===== src/rtl/usb_rx_deframer.sv =====
// Full-speed USB receive deframer: NRZI decode, SYNC hunt, bit unstuffing, LSB-first byte
// assembly and EOP handling, presenting one-cycle byte beats with a one-byte hold for eop tagging.
module usb_rx_deframer #(
  parameter int SYNC_MIN_ZEROS = 5,
  parameter int STUFF_LEN      = 6
) (
  input  logic       clk_i,
  input  logic       rst_i,
  input  logic       rx_bit_en_i,
  input  logic       rx_dp_i,
  input  logic       rx_dm_i,
  output logic       rx_lp_sop_o,
  output logic       rx_lp_eop_o,
  output logic       rx_lp_valid_o,
  input  logic       rx_lp_ready_i,
  output logic [7:0] rx_lp_data_o,
  output logic       rx_active_o,
  output logic       rx_err_o,
  output logic       rx_ovf_o
);

  localparam logic [2:0] S_IDLE  = 3'd0;
  localparam logic [2:0] S_SYNC  = 3'd1;
  localparam logic [2:0] S_DATA  = 3'd2;
  localparam logic [2:0] S_EOP   = 3'd3;
  localparam logic [2:0] S_ABORT = 3'd4;

  logic [2:0] state_q, state_d;
  logic       prev_j_q, prev_j_d;
  logic [2:0] zcnt_q, zcnt_d;
  logic [2:0] ones_q, ones_d;
  logic [2:0] bcnt_q, bcnt_d;
  logic [7:0] shift_q, shift_d;
  logic [7:0] hold_q, hold_d;
  logic       hold_full_q, hold_full_d;
  logic       first_q, first_d;
  logic       se0_seen_q, se0_seen_d;
  logic       active_q, active_d;
  logic       valid_q, valid_d;
  logic       sop_q, sop_d;
  logic       eop_q, eop_d;
  logic [7:0] data_q, data_d;
  logic       err_q, err_d;

  logic       is_j, is_k, is_se0, is_jk, dbit;
  logic [7:0] new_byte;

  assign is_j     = rx_dp_i & ~rx_dm_i;
  assign is_k     = ~rx_dp_i & rx_dm_i;
  assign is_se0   = ~rx_dp_i & ~rx_dm_i;
  assign is_jk    = is_j | is_k;
  assign dbit     = (is_j == prev_j_q);
  assign new_byte = {dbit, shift_q[7:1]};

  always_comb begin
    state_d     = state_q;
    prev_j_d    = prev_j_q;
    zcnt_d      = zcnt_q;
    ones_d      = ones_q;
    bcnt_d      = bcnt_q;
    shift_d     = shift_q;
    hold_d      = hold_q;
    hold_full_d = hold_full_q;
    first_d     = first_q;
    se0_seen_d  = se0_seen_q;
    active_d    = active_q;
    valid_d     = 1'b0;
    sop_d       = 1'b0;
    eop_d       = 1'b0;
    data_d      = 8'h00;
    err_d       = 1'b0;
    if (rx_bit_en_i) begin
      if (is_jk) prev_j_d = is_j;
      case (state_q)
        S_IDLE: if (is_k) begin
          state_d = S_SYNC;
          zcnt_d  = 3'd1;
        end
        S_SYNC: begin
          if (!is_jk) state_d = S_IDLE;
          else if (!dbit) begin
            if (zcnt_q != 3'd7) zcnt_d = zcnt_q + 3'd1;
          end else if (zcnt_q >= 3'(SYNC_MIN_ZEROS)) begin
            // the terminating 1 of SYNC already counts toward the stuffing run
            state_d     = S_DATA;
            active_d    = 1'b1;
            ones_d      = 3'd1;
            bcnt_d      = 3'd0;
            hold_full_d = 1'b0;
            first_d     = 1'b1;
          end else state_d = S_IDLE;
        end
        S_DATA: begin
          if (is_jk) begin
            if (ones_q == 3'(STUFF_LEN)) begin
              ones_d = 3'd0;
              if (dbit) begin
                err_d       = 1'b1;
                hold_full_d = 1'b0;
                se0_seen_d  = 1'b0;
                state_d     = S_ABORT;
              end
            end else begin
              shift_d = new_byte;
              ones_d  = dbit ? ones_q + 3'd1 : 3'd0;
              bcnt_d  = bcnt_q + 3'd1;
              if (bcnt_q == 3'd7) begin
                if (hold_full_q) begin
                  valid_d = 1'b1;
                  data_d  = hold_q;
                  sop_d   = first_q;
                  first_d = 1'b0;
                end
                hold_d      = new_byte;
                hold_full_d = 1'b1;
              end
            end
          end else if (is_se0) begin
            if (hold_full_q) begin
              valid_d = 1'b1;
              data_d  = hold_q;
              sop_d   = first_q;
              eop_d   = 1'b1;
            end
            if (bcnt_q != 3'd0 || !hold_full_q) err_d = 1'b1;
            hold_full_d = 1'b0;
            state_d     = S_EOP;
          end else begin
            err_d       = 1'b1;
            hold_full_d = 1'b0;
            se0_seen_d  = 1'b0;
            state_d     = S_ABORT;
          end
        end
        S_EOP: begin
          if (is_j) begin
            state_d  = S_IDLE;
            active_d = 1'b0;
          end else if (!is_se0) begin
            err_d    = 1'b1;
            state_d  = S_IDLE;
            active_d = 1'b0;
          end
        end
        S_ABORT: begin
          if (is_se0) se0_seen_d = 1'b1;
          else if (is_j && se0_seen_q) begin
            state_d  = S_IDLE;
            active_d = 1'b0;
          end else se0_seen_d = 1'b0;
        end
        default: state_d = S_IDLE;
      endcase
    end
  end

  always_ff @(posedge clk_i) begin
    if (rst_i) begin
      state_q     <= S_IDLE;
      prev_j_q    <= 1'b1;
      zcnt_q      <= 3'd0;
      ones_q      <= 3'd0;
      bcnt_q      <= 3'd0;
      shift_q     <= 8'h00;
      hold_q      <= 8'h00;
      hold_full_q <= 1'b0;
      first_q     <= 1'b0;
      se0_seen_q  <= 1'b0;
      active_q    <= 1'b0;
      valid_q     <= 1'b0;
      sop_q       <= 1'b0;
      eop_q       <= 1'b0;
      data_q      <= 8'h00;
      err_q       <= 1'b0;
    end else begin
      state_q     <= state_d;
      prev_j_q    <= prev_j_d;
      zcnt_q      <= zcnt_d;
      ones_q      <= ones_d;
      bcnt_q      <= bcnt_d;
      shift_q     <= shift_d;
      hold_q      <= hold_d;
      hold_full_q <= hold_full_d;
      first_q     <= first_d;
      se0_seen_q  <= se0_seen_d;
      active_q    <= active_d;
      valid_q     <= valid_d;
      sop_q       <= sop_d;
      eop_q       <= eop_d;
      data_q      <= data_d;
      err_q       <= err_d;
    end
  end

  assign rx_lp_valid_o = valid_q;
  assign rx_lp_sop_o   = sop_q;
  assign rx_lp_eop_o   = eop_q;
  assign rx_lp_data_o  = data_q;
  assign rx_active_o   = active_q;
  assign rx_err_o      = err_q;
  // no backpressure: a beat offered while the consumer stalls is simply flagged
  assign rx_ovf_o      = valid_q & ~rx_lp_ready_i;

endmodule


===== config.mk =====
export PLATFORM = sky130hd
export DESIGN_NAME = usb_rx_deframer
export DESIGN_NICKNAME = d
export VERILOG_FILES = /design/src/rtl/usb_rx_deframer.sv
export SDC_FILE = /design/constraint.sdc
export NUM_CORES = 1
export LEC_CHECK = 0
export ABC_AREA = 1
export CAP_MARGIN = 20
export CORE_MARGIN = 4
export CORE_UTILIZATION = 45
export DETAILED_ROUTE_END_ITERATION = 10
export GPL_TIMING_DRIVEN = 0
export HOLD_SLACK_MARGIN = 0.03
export MAX_ROUTING_LAYER = met4
export PLACE_DENSITY_LB_ADDON = 0.12
export SYNTH_ARGS = -nofsm -noshare
export SYNTH_HDL_FRONTEND = slang
export SYNTH_SLANG_ARGS = --single-unit

===== constraint.sdc =====
create_clock -name clk_i -period 2 [get_ports clk_i]
set_clock_uncertainty 0.1 [all_clocks]
set_input_delay 0.4 -clock clk_i [delete_from_list [all_inputs] [get_ports clk_i]]
set_output_delay 0.4 -clock clk_i [all_outputs]
set_load 0.02 [all_outputs]

==> flow_summary.json <==
{
  "clock_path_buffers": 2,
  "whs_path_depth": 2,
  "p_int_mw": 1.557,
  "layout.nets": 353,
  "io_pins": 20,
  "crit_fanout": 10,
  "tightest_slew_ps": 584.4,
  "cts_num_sinks": 44,
  "grt_pass1_wl_um": 8086,
  "vias": 1940,
  "ys_seq_area_share_pct": 40.21,
  "cp-end-kind": "register",
  "viasPerCell": 4.826,
  "gp_congestion": 0.9508,
  "cts_root_buf": "clkbuf_8",
  "diodes": 0,
  "place_hpwl_um": 3525,
  "grt_max_degree": 14,
  "cp.arrival_ps": 1910,
  "r2r-end": "hold_q[4]$_SDFFE_PP0P_",
  "core_area_um2": 4723,
  "rsz0062_at_grt": "false",
  "htree_num_levels": 2,
  "tns_ps": 0,
  "synth_cell_types": 28,
  "utilization_pct": 55.66,
  "maxCapViolations": 0,
  "grt.overflow.total": 0,
  "final_common_cell": "nand2_1",
  "area_growth_pct": 19.99,
  "routed_wl_um": 4745,
  "hold_start": "first_q$_SDFFE_PP0P_",
  "pwr-share-clk_pct": 20.8,
  "p_comb_share_pct": 38.8,
  "postSynthAreaPerCell_um2": 7.183,
  "r2r_slack_ps": 200,
  "vdd_drop_max_v": 0.0004573,
  "finalMaxSlewViolations": 0,
  "fin_crit_ps": 1816,
  "yosysWarnings": 0,
  "ff2ff_path_depth": 11,
  "hold_path_class": "register to register",
  "slew_headroom_pct": 61.04,
  "max_freq_mhz": 550.6,
  "drive_gt1_share_pct": 14.03,
  "p_switching_mw": 1.049,
  "p_seq_share_pct": 40.4,
  "power_per_cell_area_nw_per_um2": 991.3,
  "synth_area_leaders": "dfxtp_1, nand2_1, nor2_1",
  "antenna_found_initial": 0,
  "timing.rr.start": "ones_q[0]$_SDFFE_PP0P_",
  "drtIter0Drc": 119,
  "power_switching_share_pct": 40.27,
  "hold_viol_final": 0,
  "rows": 25,
  "die_x_um": 77.78,
  "die_area_um2": 6049,
  "cts_tree": "built",
  "synth_cells": 305,
  "yosys.area.top_type": "dfxtp_1",
  "cp-start-kind": "primary input",
  "die_y_um": 77.78,
  "grt_pass1_vias": 1777,
  "syn-cell-area_um2": 2191,
  "synth_fp_nets": 323,
  "port_buffers": 18,
  "outcome": "completed",
  "path_clk_slew_ps": 80,
  "cts_buffers": 5,
  "critPathRequiredTime_ps": 2090,
  "dr.pass1.iters": 5,
  "finalSetupViolations": 0,
  "wire_per_inst_um": 11.80,
  "final_cell_mix": "nand2_1, nor2_1, dfxtp_1",
  "ant_nets": 0,
  "p_leak_nw": 1.144,
  "initial_core_util_pct": 46.38,
  "hold_path_end": "rx_lp_sop_o$_SDFF_PP0_",
  "track_usage_pct": 17.07,
  "clk_latency_ps": 290,
  "crit_type": "primary input to register",
  "drc": 0,
  "ys_ff_latch": 44,
  "synth_top_area_share_pct": 40.21,
  "finalPower_mw": 2.606,
  "finalCritPeriodShare_pct": 90.82
}
layout make-up:
class                   instances  area (µm²)
multi-input cells             206        1135
flip-flops and latches         44       880.8
plain buffers                   6       46.29
repair buffers                 23       217.7
fillers                       482        2095
well taps                      67       83.83
clock buffers                   5       68.82
inverters                      49       183.9
clock inverters                 2       12.51
synth_stat cells:
cell / number
nor4_1: 2
nor2_4: 4
nand3_2: 2
nor3_1: 3
ha_1: 12
clkbuf_1: 2
nand2_4: 2
buf_6: 3
nand3_1: 11
nand4_1: 8
a21oi_1: 20
inv_1: 42
o211ai_1: 1
o21ai_2: 1
o21ai_0: 18
nor2_2: 3
a211oi_1: 2
xnor2_1: 1
o311ai_0: 1
nand2_2: 3
dfxtp_1: 44
inv_2: 7
o22ai_1: 1
nor2_1: 51
a21oi_2: 1
nand2_1: 55
clkbuf_2: 1
o21ai_1: 4
power groups by stage:
stage               clock [mW]  sequential [mW]  combinational (mW)
floorplan                    0             1.06               0.751
global placement             0             1.07               0.950
detailed placement           0             1.07               0.953
CTS                      0.567             1.05                1.00
global route             0.602             1.07                1.14
finish                   0.542             1.05                1.01
state kept, by name, indices dropped and copies added (netlist names):
signal and flops:
rx_active_o 1, rx_lp_valid_o 1, rx_lp_data_o 8, first_q 1, hold_full_q 1, prev_j_q 1
state_q 3, rx_err_o 1, shift_q 7, rx_lp_eop_o 1, ones_q 3, zcnt_q 3
se0_seen_q 1, bcnt_q 3, rx_lp_sop_o 1, hold_q 8
per-layer routing:
layer	track usage, %	up-vias	part of all wire [%]
met3	4.060	8	4.8
met5	-	-	0
met1	22.24	865	49
met4	4.448	0	1.2
met2	26.63	39	45
li1	-	1028	-
stage by stage:
step	area, µm²	hold WS, ps	std cells	setup WS [ps]
global placement	2455	319.7	390	-585.6
CTS	2621	331.4	402	8.429
floorplan	2191	305.1	305	174.5
global route	2629	345.9	402	84.60
finish	2629	329.9	402	183.7
detailed placement	2455	318.9	390	-600.5
how the worst max path moves through the flow:
| stage | start | endpoint | slack (ps) |
|---|---|---|---|
| 6_report | rx_dp_i | hold_q[4]$_SDFFE_PP0P_ | 180 |
| 5_1_grt | ones_q[0]$_SDFFE_PP0P_ | hold_q[6]$_SDFFE_PP0P_ | 80 |
| 4_1_cts | rx_dm_i | hold_q[4]$_SDFFE_PP0P_ | 8 |
| 3_5_place_dp | rx_dp_i | hold_q[4]$_SDFFE_PP0P_ | -600 |
| 3_3_place_gp | rx_dp_i | hold_q[5]$_SDFFE_PP0P_ | -590 |
| 2_1_floorplan | rx_dp_i | hold_q[4]$_SDFFE_PP0P_ | 170 |
worst max-delay path, cell delays in order:
cell,delay [ps]
dlygate4sd2_1,300
inv_2,90
ha_4,310
nand2_4,80
nor2_4,160
nand2_4,90
nor2_4,110
inv_2,60
buf_6,140
o21ai_1,120
a21oi_1,50
what timing repair did:
item	in CTS	in global routing
pin swaps	5	5
gates cloned	0	0
hold buffers	0	0
endpoints found under the setup margin	29	28
resized for setup	15	3
setup buffers	5	0
cell families after synthesis:
group,synth area share (%)
buf+inv,10.51
flops,40.21
compound gates,12.11
xor+xnor,0.3998
fa+ha+maj,6.853
simple gates,29.93
(Power assumes the default switching activity.)
